**config.mk**
```make
export PLATFORM = sky130hd
export DESIGN_NAME = fp_to_cordic_stage
export DESIGN_NICKNAME = d
export VERILOG_FILES = /design/src/rtl/fp_to_cordic_stage_pkg.sv /design/src/rtl/fp_to_cordic_stage_fp_mul.sv /design/src/rtl/fp_to_cordic_stage_fp_to_q2_20.sv /design/src/rtl/fp_to_cordic_stage.sv
export SDC_FILE = /design/constraint.sdc
export NUM_CORES = 2
export LEC_CHECK = 0
export CAP_MARGIN = 15
export CELL_PAD_IN_SITES_DETAIL_PLACEMENT = 0
export CELL_PAD_IN_SITES_GLOBAL_PLACEMENT = 1
export CORE_AREA = 2 2 394 396
export CTS_BUF_LIST = sky130_fd_sc_hd__clkbuf_4 sky130_fd_sc_hd__clkbuf_8
export DETAILED_ROUTE_END_ITERATION = 8
export DIE_AREA = 0 0 396 398
export PLACE_DENSITY = 0.72
export SETUP_SLACK_MARGIN = 0.3
export SYNTH_ARGS = -nofsm -noshare
export SYNTH_HDL_FRONTEND = slang
export SYNTH_SLANG_ARGS = --single-unit
export TNS_END_PERCENT = 10
```
**constraint.sdc**
```tcl
create_clock -name clk -period 12.44 [get_ports clk]
set_input_delay 2.488 -clock clk [delete_from_list [all_inputs] [get_ports clk]]
set_output_delay 2.488 -clock clk [all_outputs]
set_load 0.05 [all_outputs]
```
**src/rtl/fp_to_cordic_stage_pkg.sv**
```systemverilog
// Shared stage package: widths, multiplier depth and FSM encodings
// for the float-to-CORDIC operand stage.
package fp_to_cordic_stage_pkg;

   localparam int FLOAT_W  = 32;
   localparam int INT_W    = 2;
   localparam int FRAC_W   = 20;
   localparam int CORDIC_W = INT_W + FRAC_W;
   localparam int MUL_LAT  = 3;

   typedef enum logic [1:0] {
      S_IDLE     = 2'b00,
      S_CONVERT  = 2'b01,
      S_MULTIPLY = 2'b10,
      S_DONE     = 2'b11
   } state_e;

endpackage

```
**src/rtl/fp_to_cordic_stage_fp_mul.sv**
```systemverilog
// Single-precision multiplier, round-to-nearest-even, denormals
// flushed to zero, followed by an enabled register pipeline.
module fp_mul #(
   parameter int STAGES = 2
) (
   input  logic        clk,
   input  logic        sclr,
   input  logic        clk_en,
   input  logic [31:0] a_i,
   input  logic [31:0] b_i,
   output logic [31:0] p_o
);

   logic              sgn;
   logic [7:0]        ea, eb;
   logic [23:0]       ma, mb;
   logic              a_nan, b_nan, a_inf, b_inf, a_zero, b_zero;
   logic [47:0]       prod;
   logic [22:0]       mant;
   logic              g, st, rb;
   logic [23:0]       rnd;
   logic signed [9:0] ex, ex2;
   logic [31:0]       res;

   always_comb begin
      sgn    = a_i[31] ^ b_i[31];
      ea     = a_i[30:23];
      eb     = b_i[30:23];
      ma     = {1'b1, a_i[22:0]};
      mb     = {1'b1, b_i[22:0]};
      a_nan  = (ea == 8'hFF) && (a_i[22:0] != 23'd0);
      b_nan  = (eb == 8'hFF) && (b_i[22:0] != 23'd0);
      a_inf  = (ea == 8'hFF) && (a_i[22:0] == 23'd0);
      b_inf  = (eb == 8'hFF) && (b_i[22:0] == 23'd0);
      a_zero = (ea == 8'h00);
      b_zero = (eb == 8'h00);
      prod   = {24'b0, ma} * {24'b0, mb};
      if (prod[47]) begin
         mant = prod[46:24];
         g    = prod[23];
         st   = |prod[22:0];
      end else begin
         mant = prod[45:23];
         g    = prod[22];
         st   = |prod[21:0];
      end
      rb  = g & (st | mant[0]);
      rnd = {1'b0, mant} + {23'b0, rb};
      ex  = $signed({2'b00, ea}) + $signed({2'b00, eb}) - 10'sd127
          + $signed({9'b0, prod[47]});
      ex2 = ex + $signed({9'b0, rnd[23]});
      if (a_nan || b_nan || (a_inf && b_zero) || (b_inf && a_zero))
         res = 32'h7FC00000;
      else if (a_inf || b_inf)
         res = {sgn, 8'hFF, 23'd0};
      else if (a_zero || b_zero)
         res = {sgn, 31'd0};
      else if (ex2 >= 10'sd255)
         res = {sgn, 8'hFF, 23'd0};
      else if (ex2 <= 10'sd0)
         res = {sgn, 31'd0};
      else
         res = {sgn, ex2[7:0], rnd[22:0]};
   end

   generate
      if (STAGES == 0) begin : g_comb
         assign p_o = res;
      end else begin : g_pipe
         logic [31:0] pipe_q [STAGES];
         always_ff @(posedge clk) begin
            if (sclr) begin
               for (int i = 0; i < STAGES; i++)
                  pipe_q[i] <= '0;
            end else if (clk_en) begin
               pipe_q[0] <= res;
               for (int i = 1; i < STAGES; i++)
                  pipe_q[i] <= pipe_q[i-1];
            end
         end
         assign p_o = pipe_q[STAGES-1];
      end
   endgenerate

endmodule

```
**src/rtl/fp_to_cordic_stage_fp_to_q2_20.sv**
```systemverilog
// Combinational IEEE-754 single to signed fixed-point converter
// with saturation and an out-of-range / NaN / Inf flag.
module fp_to_q2_20
   import fp_to_cordic_stage_pkg::*;
#(
   parameter int IW = INT_W,
   parameter int FW = FRAC_W,
   localparam int CW = IW + FW
) (
   input  logic [31:0]   f_i,
   output logic [CW-1:0] q_o,
   output logic          err_o
);

   localparam logic signed [9:0] SAT_E = 10'(IW - 1);
   localparam logic signed [9:0] MIN_E = 10'(-FW);
   localparam logic signed [9:0] SH0   = 10'(23 - FW);

   logic              sgn;
   logic [7:0]        ex;
   logic [23:0]       man;
   logic signed [9:0] e;
   logic signed [9:0] sh;
   logic [CW-1:0]     mag;
   logic [CW-1:0]     pos_max;
   logic [CW-1:0]     neg_max;

   always_comb begin
      sgn     = f_i[31];
      ex      = f_i[30:23];
      man     = {1'b1, f_i[22:0]};
      e       = $signed({2'b00, ex}) - 10'sd127;
      sh      = SH0 - e;
      pos_max = {1'b0, {(CW-1){1'b1}}};
      neg_max = {1'b1, {(CW-1){1'b0}}};
      mag     = '0;
      q_o     = '0;
      err_o   = 1'b0;
      if (ex == 8'hFF) begin
         err_o = 1'b1;
         if (f_i[22:0] == 23'd0)
            q_o = sgn ? neg_max : pos_max;
      end else if (ex == 8'h00) begin
         q_o = '0;
      end else if (e >= SAT_E) begin
         err_o = 1'b1;
         q_o   = sgn ? neg_max : pos_max;
      end else if (e < MIN_E) begin
         q_o = '0;
      end else begin
         // value * 2^FW = man * 2^(e-23+FW); truncation toward zero
         if (!sh[9])
            mag = CW'(man >> sh[5:0]);
         else
            mag = CW'(man) << 6'(-sh);
         q_o = sgn ? ('0 - mag) : mag;
      end
   end

endmodule

```
**src/rtl/fp_to_cordic_stage.sv**
```systemverilog
// Converts two float operands to Q2.20 CORDIC angles and squares
// them; IDLE -> CONVERT -> MULTIPLY -> DONE, one job at a time.
module fp_to_cordic_stage
   import fp_to_cordic_stage_pkg::*;
#(
   parameter int FLOAT_DATA_WIDTH  = FLOAT_W,
   parameter int INTEGER_WIDTH     = INT_W,
   parameter int FRACTIONAL_WIDTH  = FRAC_W,
   parameter int CORDIC_DATA_WIDTH = INTEGER_WIDTH + FRACTIONAL_WIDTH,
   parameter int MULTIPLY_LATENCY  = MUL_LAT
) (
   input  logic                         clk,
   input  logic                         rst,
   input  logic                         clk_en,
   input  logic                         start,
   input  logic [FLOAT_DATA_WIDTH-1:0]  x_one,
   input  logic [FLOAT_DATA_WIDTH-1:0]  x_two,
   output logic [CORDIC_DATA_WIDTH-1:0] angle_one,
   output logic [CORDIC_DATA_WIDTH-1:0] angle_two,
   output logic [FLOAT_DATA_WIDTH-1:0]  one_squared,
   output logic [FLOAT_DATA_WIDTH-1:0]  two_squared,
   output logic                         done,
   output logic                         working,
   output logic                         range_err
);

   localparam int CNT_W = $clog2(MULTIPLY_LATENCY + 1);
   localparam logic [CNT_W-1:0] CNT_LAST = CNT_W'(MULTIPLY_LATENCY - 1);

   state_e                       state_q, state_d;
   logic [CNT_W-1:0]             cnt_q, cnt_d;
   logic [FLOAT_DATA_WIDTH-1:0]  xa_q, xa_d, xb_q, xb_d;
   logic [CORDIC_DATA_WIDTH-1:0] ang1_q, ang1_d, ang2_q, ang2_d;
   logic [FLOAT_DATA_WIDTH-1:0]  sq1_q, sq1_d, sq2_q, sq2_d;
   logic                         done_q, done_d;
   logic                         work_q, work_d;
   logic                         err_q, err_d;
   logic                         mul_en;

   logic [CORDIC_DATA_WIDTH-1:0] q1, q2;
   logic                         e1, e2;
   logic [FLOAT_DATA_WIDTH-1:0]  p1, p2;

   fp_to_q2_20 #(
      .IW (INTEGER_WIDTH),
      .FW (FRACTIONAL_WIDTH)
   ) u_cvt_one (
      .f_i   (xa_q),
      .q_o   (q1),
      .err_o (e1)
   );

   fp_to_q2_20 #(
      .IW (INTEGER_WIDTH),
      .FW (FRACTIONAL_WIDTH)
   ) u_cvt_two (
      .f_i   (xb_q),
      .q_o   (q2),
      .err_o (e2)
   );

   // Square latch is the last pipeline register, so the cores hold one fewer
   fp_mul #(
      .STAGES (MULTIPLY_LATENCY - 1)
   ) u_mul_one (
      .clk    (clk),
      .sclr   (rst),
      .clk_en (mul_en & clk_en),
      .a_i    (xa_q),
      .b_i    (xa_q),
      .p_o    (p1)
   );

   fp_mul #(
      .STAGES (MULTIPLY_LATENCY - 1)
   ) u_mul_two (
      .clk    (clk),
      .sclr   (rst),
      .clk_en (mul_en & clk_en),
      .a_i    (xb_q),
      .b_i    (xb_q),
      .p_o    (p2)
   );

   always_comb begin
      state_d = state_q;
      cnt_d   = cnt_q;
      xa_d    = xa_q;
      xb_d    = xb_q;
      ang1_d  = ang1_q;
      ang2_d  = ang2_q;
      sq1_d   = sq1_q;
      sq2_d   = sq2_q;
      done_d  = done_q;
      work_d  = work_q;
      err_d   = err_q;
      mul_en  = 1'b0;
      unique case (state_q)
         S_IDLE: begin
            if (start) begin
               xa_d    = x_one;
               xb_d    = x_two;
               work_d  = 1'b1;
               state_d = S_CONVERT;
            end
         end
         S_CONVERT: begin
            ang1_d  = q1;
            ang2_d  = q2;
            err_d   = e1 | e2;
            cnt_d   = '0;
            state_d = S_MULTIPLY;
         end
         S_MULTIPLY: begin
            mul_en = 1'b1;
            cnt_d  = cnt_q + CNT_W'(1);
            if (cnt_q == CNT_LAST) begin
               sq1_d   = p1;
               sq2_d   = p2;
               done_d  = 1'b1;
               state_d = S_DONE;
            end
         end
         S_DONE: begin
            done_d  = 1'b0;
            work_d  = 1'b0;
            state_d = S_IDLE;
         end
      endcase
   end

   always_ff @(posedge clk) begin
      if (rst) begin
         state_q <= S_IDLE;
         cnt_q   <= '0;
         xa_q    <= '0;
         xb_q    <= '0;
         ang1_q  <= '0;
         ang2_q  <= '0;
         sq1_q   <= '0;
         sq2_q   <= '0;
         done_q  <= 1'b0;
         work_q  <= 1'b0;
         err_q   <= 1'b0;
      end else if (clk_en) begin
         state_q <= state_d;
         cnt_q   <= cnt_d;
         xa_q    <= xa_d;
         xb_q    <= xb_d;
         ang1_q  <= ang1_d;
         ang2_q  <= ang2_d;
         sq1_q   <= sq1_d;
         sq2_q   <= sq2_d;
         done_q  <= done_d;
         work_q  <= work_d;
         err_q   <= err_d;
      end
   end

   assign angle_one   = ang1_q;
   assign angle_two   = ang2_q;
   assign one_squared = sq1_q;
   assign two_squared = sq2_q;
   assign done        = done_q;
   assign working     = work_q;
   assign range_err   = err_q;

endmodule

```
==> results.py <==
metrics = {
    "routing": {
        "ant_nets": 0,
        "vias": 42916,
        "drt_iter0_markers": 2983,
        "wire_per_inst_um": 20.1,
        "dr.pass1.iters": 8,
        "totalWireLength_mm": 168,
        "via_per_inst": 5.14,
        "drc": 0,
    },
    "hold_path": {
        "hp-class": "reg -> reg",
    },
    "logic_synthesis": {
        "ys_seq_area_frac": 0.136,
        "synth-seq-cells": 301,
        "ys_warn_count": 0,
        "synthAdderAreaFrac": 0.409,
        "ys_async_sr_fraction": 0,
        "netlist_area_sq_um": 53400,
        "synthFlopType": "dfxtp_1",
        "synth_compound_area_frac": 0.113,
        "netlist_instances": 6177,
        "synthSimpleGateAreaFrac": 0.151,
        "synth_edf_count": 124,
        "avgSynthCellArea_sq_um": 8.64,
        "synth_xor_area_frac": 0.0319,
        "synthDistinctLibCells": 100,
        "synth_mux_area_frac": 0.0497,
        "synth_top_family_by_area": "adder cells",
    },
    "final_layout": {
        "final_nets": 7555,
        "design_area_sq_um": 59300,
        "layout-drive-gt1-share": 0.0678,
        "syn2layout_area_growth_pct": 11.0,
        "fin_cells": 8348,
    },
    "sta": {
        "fin_crit_sh": 0.925,
        "finalCriticalPeriod_ns": 11.50,
        "worstMarginPinSlew_ns": 1.17,
        "tns_ns": 0,
        "setup_viol": 0,
        "hold_violations": 0,
        "skew_ns": 0.0759,
        "slew_violations": 0,
        "rsz0062_at_grt": "true",
        "relSlewSlack": 0.213,
        "max_freq_mhz": 86.9,
    },
    "critical_path": {
        "worstSetupPathType": "reg -> reg",
        "crit_arrival_ns": 12.07,
        "worst_setup_path_end_kind": "flop",
        "worst_path_most_repeated_cell": "fa_1",
        "startpoint_type": "flop",
        "crit_path_top_delay_cell": "dfxtp_1",
        "critical_path.max_fanout": 20,
        "cp.required_ns": 13.01,
        "max_stage_delay_ns": 0.74,
    },
    "grt": {
        "grt.total_usage": 0.213,
        "grt_first_pass_wirelength_mm": 262,
        "overflow": 0,
        "antenna_found_initial": 9,
        "grt_max_degree": 125,
        "grt_pass1_vias": 44987,
    },
    "power": {
        "combPwrFrac": 0.411,
        "pwr-share-clk": 0.306,
        "power.density_nw_per_um2": 67.6,
        "p_int_w": 0.00234,
        "ir_drop_uv": 84.6,
        "p_sw_w": 0.00166,
        "p_sw_frac": 0.415,
        "p_leak_nw": 27.7,
        "pwr-share-seq": 0.283,
        "power.total_w": 0.00400,
    },
    "clock_network": {
        "cts_tree": "yes",
        "cts.path.max_buffers": 3,
        "numCtsBuffers": 60,
        "root_buffer": "clkbuf_8",
        "clk_latency_ns": 0.80,
        "cts_hold_buf": 0,
        "cts_sinks": 301,
        "clkSlewWorstSetupHoldPaths_ns": 0.07,
        "htree_levels": 2,
    },
    "place": {
        "port_buffers": 176,
        "dp_hpwl_mm": 136,
        "place.gp.congestion": 0.959,
        "place_area_sq_um": 57800,
        "dp_cells": 8233,
    },
    "status": {
        "status": "finished, final reports clean",
    },
    "die": {
        "die_h_um": 398,
        "top_level_ports": 179,
        "dieArea_sq_um": 158000,
        "initial_utilization": 0.348,
        "die_w_um": 396,
        "rows": 144,
        "coreArea_sq_um": 153000,
    },
    "run": {
        "drv_cap": 0,
    },
}
-- final cells by class --
class	instances	area [sq um]
diodes	2	5.00
clock inverters	29	350
inverters	1237	4650
clock buffers	84	1060
repair buffers	325	2960
multi-input cells	4326	40400
fillers	15597	94100
flip-flops and latches	301	7280
well taps	2044	2560
-- power by group through the flow --
| stage | Combinational (W) | Sequential [W] | Clock, W |
|---|---|---|---|
| 6_report | 0.00165 | 0.00113 | 0.00122 |
| 5_1_grt | 0.00183 | 0.00114 | 0.00131 |
| 4_1_cts | 0.00164 | 0.00113 | 0.00127 |
| 3_5_place_dp | 0.00164 | 0.00115 | 0 |
| 3_3_place_gp | 0.00162 | 0.00115 | 0 |
| 2_1_floorplan | 0.00111 | 0.00116 | 0 |
-- worst max-delay path: cells and delay by family (launching register included) --
family | cells | cell delay, ns
fa+ha+maj | 10 | 4.42
simple gates | 13 | 3.12
compound gates | 6 | 1.66
buf+inv | 9 | 1.12
flops | 1 | 0.74
xor+xnor | 1 | 0.19
-- synth_stat cells, types with 14 or more instances --
master | instances | share of area
o22ai_1 | 25 | 0.0029
nor4_1 | 35 | 0.0041
nand4_1 | 44 | 0.0052
ha_1 | 389 | 0.091
nor2_1 | 350 | 0.025
nor2b_1 | 16 | 0.0019
mux2_2 | 28 | 0.0059
a211o_1 | 16 | 0.0026
fa_1 | 847 | 0.32
dfxtp_1 | 177 | 0.066
o211ai_1 | 32 | 0.0045
buf_1 | 36 | 0.0025
o21bai_1 | 15 | 0.0021
inv_1 | 1222 | 0.086
edfxtp_1 | 124 | 0.070
nor3_1 | 84 | 0.0079
nand2b_1 | 19 | 0.0022
a21o_1 | 42 | 0.0059
nand2_1 | 827 | 0.058
and3_1 | 37 | 0.0043
a31oi_1 | 29 | 0.0034
a211oi_1 | 41 | 0.0058
mux2i_1 | 92 | 0.017
o31ai_1 | 16 | 0.0022
xor2_1 | 71 | 0.012
o21ai_0 | 174 | 0.016
mux4_2 | 63 | 0.027
a21oi_1 | 355 | 0.033
xnor2_1 | 115 | 0.019
buf_2 | 17 | 0.0016
or2_2 | 14 | 0.0016
clkbuf_1 | 259 | 0.018
or3_1 | 21 | 0.0025
and2_1 | 204 | 0.024
nand3_1 | 71 | 0.0067
-- state kept, by name, indices dropped and copies added (netlist names) --
| register | cells |
|---|---|
| cnt_q | 2 |
| angle_one | 22 |
| u_mul_two.g_pipe.pipe_q | 62 |
| done | 1 |
| xb_q | 32 |
| angle_two | 22 |
| u_mul_one.g_pipe.pipe_q | 62 |
| xa_q | 32 |
| range_err | 1 |
| state_q | 2 |
| one_squared | 31 |
| working | 1 |
| two_squared | 31 |
-- layer usage --
layer,vias up,GRT usage,part of all wire
met3,230,0.0270,0.052
met4,4,0.0598,0.028
li1,19971,-,-
met1,21572,0.280,0.43
met5,-,0,0.00016
met2,1139,0.369,0.49
-- through the flow --
step                      worst slack, ns  hold slack (ns)   util
after floorplan                      1.19            0.461      -
after global placement              0.695            0.444  0.377
after detailed placement            0.468            0.446  0.377
after CTS                           0.407            0.455  0.386
after global routing                0.267            0.465  0.387
final                               0.938            0.451  0.387
-- logic make-up after synthesis --
group	after synthesis
AOI/OAI and AO/OA	945
xor gates and xnor gates	189
adders and majority gates	1236
buffers and inverters	1551
DFF	301
muxes	183
other	1
and+or+nand+nor	1771
-- final timing paths --
kind	slack [ns]	to	cells after the start	start
worst max-delay path	0.94	u_mul_two.g_pipe.pipe_q[0][4]	39	xb_q[22]
worst min-delay path	0.45	one_squared[13]	2	one_squared[13]
worst max register to register	0.94	u_mul_two.g_pipe.pipe_q[0][4]	39	xb_q[22]
worst min register to register	0.45	one_squared[13]	2	one_squared[13]
-- timing repair --
| action | in CTS | in global routing |
|---|---|---|
| setup endpoints to repair | 0 | 31 |
| gates resized for setup | 0 | 26 |
| buffers inserted | 0 | 0 |
-- cell usage in the layout (no fill, tap or decap), types with 70 or more instances in the layout --
| cell type | synthesis | layout |
|---|---|---|
| inv_1 | 1222 | 1222 |
| fa_1 | 847 | 847 |
| nand2_1 | 827 | 827 |
| ha_1 | 389 | 387 |
| a21oi_1 | 355 | 355 |
| nor2_1 | 350 | 347 |
| and2_1 | 204 | 204 |
| clkdlybuf4s50_1 | 0 | 175 |
| o21ai_0 | 174 | 173 |
| dfxtp_1 | 177 | 165 |
| buf_4 | 2 | 142 |
| edfxtp_1 | 124 | 124 |
| xnor2_1 | 115 | 113 |
| mux2i_1 | 92 | 91 |
| nor3_1 | 84 | 83 |
| xor2_1 | 71 | 70 |
(Power assumes the default switching activity.)
==> RTL edit: new RTL, config.mk and constraints unchanged <==
Register the output `range_err` once more, cleared by the reset; this adds one clock of latency there. The other outputs are not delayed to match.
--- a/src/rtl/fp_to_cordic_stage.sv
+++ b/src/rtl/fp_to_cordic_stage.sv
@@ -163,7 +163,13 @@
    assign two_squared = sq2_q;
    assign done        = done_q;
    assign working     = work_q;
-   assign range_err   = err_q;
+   always_ff @(posedge clk) begin
+      if (rst) begin
+         range_err <= '0;
+      end else begin
+         range_err <= err_q;
+      end
+   end
 
 endmodule
 
Function: not settled (the Yosys comparison gave no result); the edit may change what the design does.
==> RTL edit against the original RTL <==
Cell count up 1.7%; sequential cell count grew 1; cell area grew 1.0%; fmax shrank 0.63%; hold slack is essentially flat; non-clock buffer count is 20 higher; setup slack got worse by 0.073 ns; synthesized area grew 1.3%; power is 0.92% lower; routed wire length rose by 0.14%; critical path depth down 4; via count is 1.8% higher; critical endpoint is now u_mul_one.g_pipe.pipe_q[0][13]; largest power group unchanged; highest routed layer unchanged.
==> RTL edit: results (changes against the original RTL) <==
* Hold Crit Start: one_squared[11] (was one_squared[13])
* Synth Area in XOR/XNOR at 0.0343 (was 0.0319)
* Synthesis-stage register bit count at 302 (was 301)
* Critical path startpoint: xa_q[21] (was xb_q[22])
* Max Fanout on Critical Path at 17 (was 20)
* Met3 routed WL at 9090 µm (was 8750 µm)
* Commonest cells in the netlist: 1248 x inv_1, 848 x fa_1, 825 x nand2_1, 393 x ha_1 (was 1222 x inv_1, 847 x fa_1, 827 x nand2_1, 389 x ha_1, 355 x a21oi_1)
* Crit path arrival time at 12.05 ns (was 12.07 ns)
* Fmax at 86.4 MHz (was 86.9 MHz)
* Clk tree area frac at 0.0215 (was 0.0238)
* Synth cell types at 112 (was 100)
* Register area share after synthesis at 0.135 (was 0.136)
* Clk_lat worst skew at 0.77 ns (was 0.80 ns)
* Status: finished clean (unchanged)
* Fraction of area in registers at 0.122 (was 0.123)
* Final HPWL DP at 135000 µm (was 136000 µm)
* Met1 Usage GRT at 0.270 (was 0.280)
* Crit path to: u_mul_one.g_pipe.pipe_q[0][13] (was u_mul_two.g_pipe.pipe_q[0][4])
* Clk_skew at 0.0872 ns (was 0.0759 ns)
* Drt total wl at 168000 µm (about the same)
* Grt met2 use at 0.378 (was 0.369)
* FILL cells at 15499 (was 15597)
* Met1 Wirelength at 70500 µm (was 72500 µm)
* Signal buffers share of area at 0.0519 (was 0.0499)
* Grt met3 use at 0.0277 (was 0.0270)
* Synth area leaders: fa_1 31%, ha_1 9.1%, inv_1 8.7%, edfxtp_1 6.9%, dfxtp_1 6.6% (was fa_1 32%, ha_1 9.1%, inv_1 8.6%, edfxtp_1 7.0%, dfxtp_1 6.6%)
* Slew headroom at 0.270 (was 0.213)
* Compound-cell area share of the yosys netlist at 0.112 (was 0.113)
* Nets@finish at 7709 (was 7555)
* Inverters at 1266 (was 1237)
* Routed vias at 43695 (was 42916)
* Setup WS pre-CTS at 0.515 ns (was 0.468 ns)
* Initial antenna violation count at 7 (was 9)
* Layout cell share with drive strength beyond 1 at 0.0738 (was 0.0678)
* Leak at 28.3 nW (was 27.7 nW)
* Detailed Route Iter0 Violations at 2733 (was 2983)
* Met2 WL at 82200 µm (was 81800 µm)
* Depth of the worst register-to-register path at 35 (was 39)
* Multi-input gate count at 4425 (was 4326)
* First-pass GRT wire length at 266000 µm (was 262000 µm)
* Multi-input combinational area share at 0.682 (about the same)
* TritonRoute pass-1 iters at 5 (was 8)
-- RTL edit: power breakdown --
part           total (mW)  leakage (nW)  internal, mW  switching (mW)
Combinational        1.70          24.9         0.608            1.10
Sequential           1.13          2.74          1.07          0.0589
Clock                1.13         0.671         0.627           0.503
-- RTL edit: worst max-delay path, delay by kind of cell, from the launching register on --
| kind | cells | cell delay (ns) |
|---|---|---|
| compound gates | 6 | 1.78 |
| xor+xnor | 2 | 0.43 |
| fa+ha+maj | 10 | 4.59 |
| buf+inv | 6 | 0.32 |
| flops | 1 | 0.77 |
| simple gates | 11 | 3.37 |
-- RTL edit: through the flow --
step                      area, µm²  utilization  hold slack [ns]  std cells  power, mW
after floorplan               54100            -            0.439       6320       2.31
after global placement        58400        0.381            0.447       8379       2.83
after detailed placement      58400        0.381            0.451       8379       2.84
after CTS                     59700        0.389            0.459       8487       4.01
after global routing          59900        0.390            0.471       8491       4.24
final                         59900        0.390            0.451       8492       3.97
